File: src/rtl/data_memory_bridge.sv
// ============================================================================
// data_memory_bridge : load/store bridge from the core data port to NREG
// synchronous RAM banks (decode, byte lanes, extension, wait states, faults).
// Revision 1.0
// ============================================================================
`default_nettype none

module data_memory_bridge #(
    parameter int                 NREG      = 2,
    parameter logic [NREG*32-1:0] REG_BASE  = {32'h9000_0000, 32'h1001_0000},
    parameter logic [NREG*32-1:0] REG_WORDS = {32'd512, 32'd2048},
    parameter int                 MEM_AW    = 11,
    parameter int                 WAIT      = 0
) (
    input  logic                 iCLK,
    input  logic                 iRST_n,
    input  logic                 iReq,
    input  logic                 iWe,
    input  logic [1:0]           iSize,
    input  logic                 iUnsigned,
    input  logic [31:0]          iAddr,
    input  logic [31:0]          iWData,
    output logic                 oReady,
    output logic [31:0]          oRData,
    output logic                 oFault,
    output logic [31:0]          oFaultAddr,
    output logic [NREG-1:0]      oMemEn,
    output logic                 oMemWe,
    output logic [MEM_AW-1:0]    oMemAddr,
    output logic [3:0]           oMemBE,
    output logic [31:0]          oMemWData,
    input  logic [NREG*32-1:0]   iMemRData
);

    localparam int         c_BW        = (NREG > 1) ? $clog2(NREG) : 1;
    localparam logic [3:0] c_WAIT_LAST = (WAIT > 0) ? 4'(WAIT - 1) : 4'd0;

    typedef enum logic [2:0] {
        S_IDLE   = 3'd0,
        S_ACCESS = 3'd1,
        S_WAITS  = 3'd2,
        S_RESP   = 3'd3,
        S_FAULT  = 3'd4
    } state_t;

    state_t            state_q;
    logic              we_q, uns_q, cap_q;
    logic [1:0]        size_q;
    logic [31:0]       addr_q, raw_q;
    logic [c_BW-1:0]   bank_q;
    logic [3:0]        cnt_q;
    logic              ready_q, fault_q, mem_we_q;
    logic [31:0]       rdata_q, fault_addr_q, mem_wdata_q;
    logic [NREG-1:0]   mem_en_q;
    logic [MEM_AW-1:0] mem_addr_q;
    logic [3:0]        mem_be_q;

    logic              w_hit, w_mis;
    logic [c_BW-1:0]   w_bank;
    logic [MEM_AW-1:0] w_idx;
    logic [3:0]        w_be;
    logic [31:0]       w_wdata, w_bank_rd, w_raw, w_fmt;
    logic [7:0]        w_lane8;
    logic [15:0]       w_lane16;

    // Scan from the top bank down so the lowest-index overlapping bank wins.
    always_comb begin
        w_hit  = 1'b0;
        w_bank = '0;
        w_idx  = '0;
        for (int i = NREG - 1; i >= 0; i--) begin
            if (iAddr >= REG_BASE[i*32 +: 32] &&
                {2'b00, iAddr - REG_BASE[i*32 +: 32]} < {REG_WORDS[i*32 +: 32], 2'b00}) begin
                w_hit  = 1'b1;
                w_bank = c_BW'(i);
                w_idx  = MEM_AW'((iAddr - REG_BASE[i*32 +: 32]) >> 2);
            end
        end
    end

    always_comb begin
        w_mis   = 1'b0;
        w_be    = 4'b1111;
        w_wdata = iWData;
        case (iSize)
            2'd0: begin
                w_be    = 4'b0001 << iAddr[1:0];
                w_wdata = {4{iWData[7:0]}};
            end
            2'd1: begin
                w_mis   = iAddr[0];
                w_be    = iAddr[1] ? 4'b1100 : 4'b0011;
                w_wdata = {2{iWData[15:0]}};
            end
            2'd2:    w_mis = (iAddr[1:0] != 2'b00);
            default: w_mis = 1'b1;
        endcase
    end

    always_comb begin
        w_bank_rd = '0;
        for (int i = 0; i < NREG; i++) begin
            if (bank_q == c_BW'(i)) w_bank_rd = iMemRData[i*32 +: 32];
        end
    end

    // With no wait states the RAM word is consumed straight off the bus.
    assign w_raw = cap_q ? w_bank_rd : raw_q;

    always_comb begin
        case (addr_q[1:0])
            2'd0:    w_lane8 = w_raw[7:0];
            2'd1:    w_lane8 = w_raw[15:8];
            2'd2:    w_lane8 = w_raw[23:16];
            default: w_lane8 = w_raw[31:24];
        endcase
        w_lane16 = addr_q[1] ? w_raw[31:16] : w_raw[15:0];
        case (size_q)
            2'd0:    w_fmt = uns_q ? {24'd0, w_lane8}  : {{24{w_lane8[7]}}, w_lane8};
            2'd1:    w_fmt = uns_q ? {16'd0, w_lane16} : {{16{w_lane16[15]}}, w_lane16};
            default: w_fmt = w_raw;
        endcase
    end

    always_ff @(posedge iCLK or negedge iRST_n) begin
        if (!iRST_n) begin
            state_q      <= S_IDLE;
            we_q         <= 1'b0;
            uns_q        <= 1'b0;
            cap_q        <= 1'b0;
            size_q       <= 2'd0;
            addr_q       <= '0;
            raw_q        <= '0;
            bank_q       <= '0;
            cnt_q        <= '0;
            ready_q      <= 1'b0;
            fault_q      <= 1'b0;
            rdata_q      <= '0;
            fault_addr_q <= '0;
            mem_en_q     <= '0;
            mem_we_q     <= 1'b0;
            mem_addr_q   <= '0;
            mem_be_q     <= '0;
            mem_wdata_q  <= '0;
        end else begin
            ready_q     <= 1'b0;
            fault_q     <= 1'b0;
            rdata_q     <= '0;
            mem_en_q    <= '0;
            mem_we_q    <= 1'b0;
            mem_addr_q  <= '0;
            mem_be_q    <= '0;
            mem_wdata_q <= '0;
            cap_q       <= 1'b0;
            if (cap_q) raw_q <= w_bank_rd;
            case (state_q)
                S_IDLE: begin
                    if (iReq) begin
                        we_q   <= iWe;
                        size_q <= iSize;
                        uns_q  <= iUnsigned;
                        addr_q <= iAddr;
                        if (!w_hit || w_mis) begin
                            state_q <= S_FAULT;
                        end else begin
                            state_q     <= S_ACCESS;
                            bank_q      <= w_bank;
                            mem_en_q    <= NREG'(1) << w_bank;
                            mem_we_q    <= iWe;
                            mem_addr_q  <= w_idx;
                            mem_be_q    <= w_be;
                            mem_wdata_q <= w_wdata;
                        end
                    end
                end
                S_ACCESS: begin
                    cap_q   <= 1'b1;
                    cnt_q   <= '0;
                    state_q <= (WAIT > 0) ? S_WAITS : S_RESP;
                end
                S_WAITS: begin
                    if (cnt_q == c_WAIT_LAST) state_q <= S_RESP;
                    else                      cnt_q   <= cnt_q + 4'd1;
                end
                S_RESP: begin
                    ready_q <= 1'b1;
                    rdata_q <= we_q ? 32'd0 : w_fmt;
                    state_q <= S_IDLE;
                end
                S_FAULT: begin
                    ready_q      <= 1'b1;
                    fault_q      <= 1'b1;
                    fault_addr_q <= addr_q;
                    state_q      <= S_IDLE;
                end
                default: state_q <= S_IDLE;
            endcase
        end
    end

    assign oReady     = ready_q;
    assign oRData     = rdata_q;
    assign oFault     = fault_q;
    assign oFaultAddr = fault_addr_q;
    assign oMemEn     = mem_en_q;
    assign oMemWe     = mem_we_q;
    assign oMemAddr   = mem_addr_q;
    assign oMemBE     = mem_be_q;
    assign oMemWData  = mem_wdata_q;

endmodule

`default_nettype wire

File: config.mk
export PLATFORM = sky130hd
export DESIGN_NAME = data_memory_bridge
export DESIGN_NICKNAME = d
export VERILOG_FILES = /design/src/rtl/data_memory_bridge.sv
export SDC_FILE = /design/constraint.sdc
export NUM_CORES = 1
export LEC_CHECK = 0
export CAP_MARGIN = 20
export CORE_ASPECT_RATIO = 0.9
export CORE_MARGIN = 3
export CORE_UTILIZATION = 40
export CTS_CLUSTER_DIAMETER = 120
export CTS_CLUSTER_SIZE = 25
export DETAILED_ROUTE_END_ITERATION = 6
export GPL_TIMING_DRIVEN = 1
export HOLD_SLACK_MARGIN = 0.03
export PLACE_DENSITY = 0.73
export RECOVER_POWER = 50
export SYNTH_ARGS = -nofsm -noshare
export SYNTH_HDL_FRONTEND = slang
export SYNTH_SLANG_ARGS = --single-unit
File: constraint.sdc
create_clock -name iCLK -period 2.2 [get_ports iCLK]
set_input_delay 0.33 -clock iCLK [delete_from_list [all_inputs] [get_ports iCLK]]
set_output_delay 0.33 -clock iCLK [all_outputs]
set_load 0.05 [all_outputs]
* After elaboration in Yosys (flattened, before gate mapping)
Index checks and enable logic that the tools add are counted.
Storage, ports and cells: output and inout bits 116, latch bits 0, logic and storage cells 98, bits in registers 193, bits in read-only memories 0, RAM bits 0, bits of input ports 135, memories kept 0
Operators by class: add/subtract/negate cells 3, multiplexer cells 42, equal/unequal tests 12, bitwise operators 1, div/mod/pow operators 0, magnitude comparators 4, multipliers 0, shift-type cells 2, reductions and logical operators 16
Operators by type and width (number):
- $mux W32 | 9
- $pmux W32 S2 | 2
- $mux W11 | 5
- $ge A32 B29 Y1 const B | 1
- $ge A32 B32 Y1 const B | 1
- $lt A32 B12 Y1 const B | 1
- $lt A32 B14 Y1 const B | 1
- $sub A32 B29 Y32 const B | 1
- $sub A32 B32 Y32 const B | 1
- $pmux W8 S3 | 1
- $mux W4 | 5
- $mux W16 | 1
- $pmux W4 S2 | 2
- $mux W1 | 9
- $mux W3 | 3
- $pmux W3 S3 | 1
- $eq A2 B1 Y1 const B | 3
- $eq A3 B2 Y1 const B | 2
- $logic_not A2 Y1 | 3
- $mux W2 | 3
- $ne A2 B2 Y1 const B | 3
- $reduce_and A2 Y1 | 3
- $add A4 B1 Y4 const B | 1
- $eq A2 B2 Y1 const B | 2
- other kinds (14) | 16

* Longest topological paths before layout
word-level depth 10, gate-level depth with buffers 7, mapped depth without buffers 6

* Worst setup path after synthesis
No wires, ideal clock.
kind reg2reg, start point register bank_q, end point register rdata_q[21], in the netlist oRData[21], library setup time 0.135 ns, clock period less this slack 2.096 ns, data required time 2.065 ns, stages on the path, launching flop included 8, buffers on the path 2, arrival time 1.960 ns, slack 0.104 ns, path through dfrtp_1 > buf_6 > mux2_1 > mux4_2 > a211oi_1 > a2111o_2 > buf_12 > o21ai_2
Between the ends: longest elaborated chain between the ends 7, elaborated cells on any way between the ends 9, classes of those cells mux (9)
RTL lines:
- start: declaration | line 50 | logic [c_BW-1:0] bank_q;
- start signal: assignment | line 167 | bank_q <= w_bank;
- $mux W32 (*) | line 103 | if (bank_q == c_BW'(i)) w_bank_rd = iMemRData[i*32 +: 32];
- $mux W32 (*)
- $pmux W8 S3 or $mux W16 (tied branches) | line 111, 117
- $mux W32, on equally long branches | line 119, 120
- $pmux W32 S2 (*) | line 118 | case (size_q)
- $mux W32 (*) | line 187 | rdata_q <= we_q ? 32'd0 : w_fmt;
- $mux W32 (*) | line 156 | case (state_q)
- end signal: assignment | line 187
- end: declaration | line 53 | logic [31:0] rdata_q, fault_addr_q, mem_wdata_q;
Every way passes the cells marked *; elsewhere a longest branch is shown, timed or not. A chain may end at the register's enable or synchronous reset.

* Worst setup path in the final report
start point register bank_q, end point register rdata_q[28], in the netlist oRData[28]
The elaborated chain is that of the path after synthesis.

==> flow_summary_export.csv <==
group,metric,value,unit
outcome,status,"complete, but fails checks",
outcome,violations,"negative setup slack",
timing,finalMaxSlewViolations,0,
placement,dp_cells,1218,
setup_path,end_kind,"register",
yosys,syn_area,8020,um^2
floorplan,core,19400,um^2
final_layout,final_cell_mix,"249 x clkdlybuf4s50_1, 192 x dfrtp_1, 105 x nand2_1",
final_layout,seq_area,4830,um^2
yosys,synth_top_cell_by_area,"dfrtp_1",
run,cap_viol_max_count,0,
clock_network,clk_latency,420,ps
pwr,ir_drop,0.641,mV
setup_path,start_kind,"register",
yosys,synth-compound-area-share,8.40,%
timing,setup_violations,22,
clock_network,cts.sinks,193,
drt,vias_per_cell,5.01,
timing,fmax,444,MHz
setup_path,cp_top_family,"compound AO/OA/AOI/OAI gates",
global_routing,grt_pass1_vias,6603,
yosys,ys_seq_area_share,60.2,%
timing,relSlewSlack,37.9,%
clock_network,cts_root_buf,"clkbuf_16",
yosys,synth-simple-area-share,13.7,%
final_layout,n_fill_cell,1606,
global_routing,grt_first_pass_wirelength,35500,um
global_routing,gr-total-overflow,0,
drt,drcViolationCount,0,
setup_path,crit_chain,"buf_12 > mux2i_1 > a2111oi_4 > a211oi_2 > buf_4 > a2111o_2 > buf_12 > o21ai_2",
final_layout,final_common_cell,"clkdlybuf4s50_1",
floorplan,die_height,140,um
clock_network,ctsLongestPathBuffers,2,
floorplan,ios,251,
drt,drt-total-wl,22600,um
floorplan,fp-row-count,48,
setup_path,cp_max_fo,7,
setup_path,critPathKind,"reg -> reg",
final_layout,multiInputGateArea,2910,um^2
pwr,p_leak,5.38,nW
setup_path,critPathRequiredTime,2550,ps
yosys,synth_fa_ha_area_share,0.312,%
setup_path,critical_path.max_stage_delay,500,ps
global_routing,grtUsageTotal,20.8,%
timing,rsz0062_at_grt,"true",
yosys,synth_nets,857,
drt,ant_nets,0,
clock_network,cts.htree.levels,4,
pwr,power_density,1170,nW/um^2
timing,min_period_over_period,102,%
final_layout,fin_area,11600,um^2
drt,vias,6274,
placement,io_buffers,250,
floorplan,initial_core_util,41.3,%
timing,fin_ws,-51.8,ps
global_routing,grt_max_degree,70,
yosys,synth_mux_area_share,13.1,%
timing,worst_pin_slew,932,ps
yosys,yosys_warnings,0,
final_layout,drive_gt1_share,13.9,%
final_layout,area_growth,45.0,%
drt,drt-wirelength-per-cell,18.1,um
yosys,synth_top_area_share,60.2,%
final_layout,layout.nets,1127,
drt,first_iter_violations,254,
placement,place_hpwl,16400,um
setup_path,crit_top_cell,"buf_12",
timing,setup_tns,-801,ps
yosys,ys_seq_elements,193,
clock_network,clk_pin_slew,70,ps
timing,worst_clock_skew,12.2,ps
yosys,synth_xor_area_share,0.328,%
yosys,synth_area_per_cell,11.1,um^2
setup_path,crit_arrival,2600,ps
yosys,synth_top_family_by_area,"simple AND/OR/NAND/NOR gates",
clock_network,cts_tree,"built",
yosys,synth.distinct_cells,52,
global_routing,antenna_found_initial,0,
final_layout,num_antenna_cells,0,
final_layout,fin_cells,1252,
drt,first_pass_iters,4,
setup_path,crit_buf_inv,3,
placement,placed_cell_area,11100,um^2
yosys,synthCells,720,
floorplan,die-area,21800,um^2
final_layout,final_util,59.9,%
timing,final.min_clock_period,2250,ps
placement,gp_congestion,0.862,
pwr,total_power,0.0136,W
worst_hold_path,min_path_type,"in -> reg",
yosys,synth_area_leaders,"dfrtp_1 60%, mux2i_1 6.7%, mux2_2 5.9%, nand2_1 4.9%, nor3_1 3.1%",
timing,hold_violations,0,
clock_network,cts_buffers,17,
setup_path,cp_slowest_cell,"a2111o_2",
floorplan,dieWidth,155,um
-- synth_stat cells, drive strengths merged --
library cell  instances
inv                  30
clkbuf               28
o21ai                26
o31ai                 1
o22ai                 8
and2                  2
a2111oi               2
nor2                 51
nor4b                 3
and4b                 1
nand3b                1
a21boi                1
o21ba                 1
buf                  18
nor3b                 9
xnor2                 1
a21o                  1
dfrtp               193
mux4                  1
nand4                 2
nand2               106
a2bb2oi               1
nor2b                 1
or4b                  1
a21oi                44
mux2                 43
o21bai                1
or4                   1
or2                   1
ha                    2
a211oi                9
xor2                  2
o21a                  1
o31a                  1
o221ai                7
nand2b                4
nand3                 2
nor3                 49
a31oi                 1
nor4                  4
a211o                 1
or3                   3
a2111o                1
mux2i                54
-- where the power goes --
part	internal [W]	switching (W)	total [W]
combinational	0.00211	0.00351	0.00563
clock	0.00155	0.00136	0.00292
sequential	0.00455	0.000488	0.00504
-- worst min-delay path, stage by stage --
cell	delay [ps]
clkdlybuf4s50_1	390
nand2_1	80
nor3_1	50
-- cells by family (layout without fill, tap and decap cells) --
family                     count (synthesis)  in the layout
and+or+nand+nor                          241            241
DFF                                      193            193
AOI/OAI and AO/OA                        107            107
muxes                                     98             98
buffers and inverters                     76            358
xor gates and xnor gates                   3              3
adders and majority gates                  2              2
-- flip-flops by register name (all words and copies together), names as in the netlist --
name        count
oFaultAddr     32
oMemAddr       11
oMemWData      32
uns_q           1
oMemBE          4
addr_q         32
oRData         32
cap_q           1
oReady          1
state_q         3
we_q            1
raw_q          32
oMemEn          2
oFault          1
oMemWe          1
cnt_q           4
size_q          2
bank_q          1
-- path summary, 6_finish.rpt --
path | slack [ps] | start | endpoint | cells after the start
setup / recovery | -50 | bank_q | oRData[28] | 8
hold / removal | 460 | iAddr[6] | oMemAddr[4] | 3
setup reg to reg | -50 | bank_q | oRData[28] | 8
hold reg to reg | 470 | addr_q[14] | addr_q[14] | 2
max in group asynchronous | 270 | iRST_n | oMemWData[24] | 3
min in group asynchronous | 630 | iRST_n | raw_q[14] | 2
-- through the flow --
step,worst slack [ps],hold slack (ps)
after floorplan,104,34.4
after global placement,-396,384
after detailed placement,-390,389
after CTS,-22.6,445
after global routing,-116,472
final,-51.8,460
-- per-layer routing --
layer | up-vias | wire (um) | global-route usage [%] | part of all wire (%)
met2 | 220 | 10600 | 33.1 | 47
met4 | 0 | 291 | 5.07 | 1.3
met1 | 3021 | 9560 | 26.3 | 42
li1 | 3011 | - | - | -
met3 | 22 | 2220 | 8.90 | 9.8
met5 | - | 0 | 0 | 0
-- area by class of cell --
type                       instances  area share, %
inverter                          30          0.969
clock inverter                     9          0.646
timing repair buffer             297           25.0
multi-input combinational        451           25.0
clock buffer                      22           4.08
tap                              250           2.69
sequential                       193           41.6
-- timing repair --
action	4_1_cts	5_1_grt
gates cloned	0	0
resized for setup	13	4
pin swaps	4	0
hold buffers	1	0
hold endpoints to repair	66	0
setup buffers	1	1
endpoints found under the setup margin	24	18
Note: power is estimated with default switching activity, not from simulation.
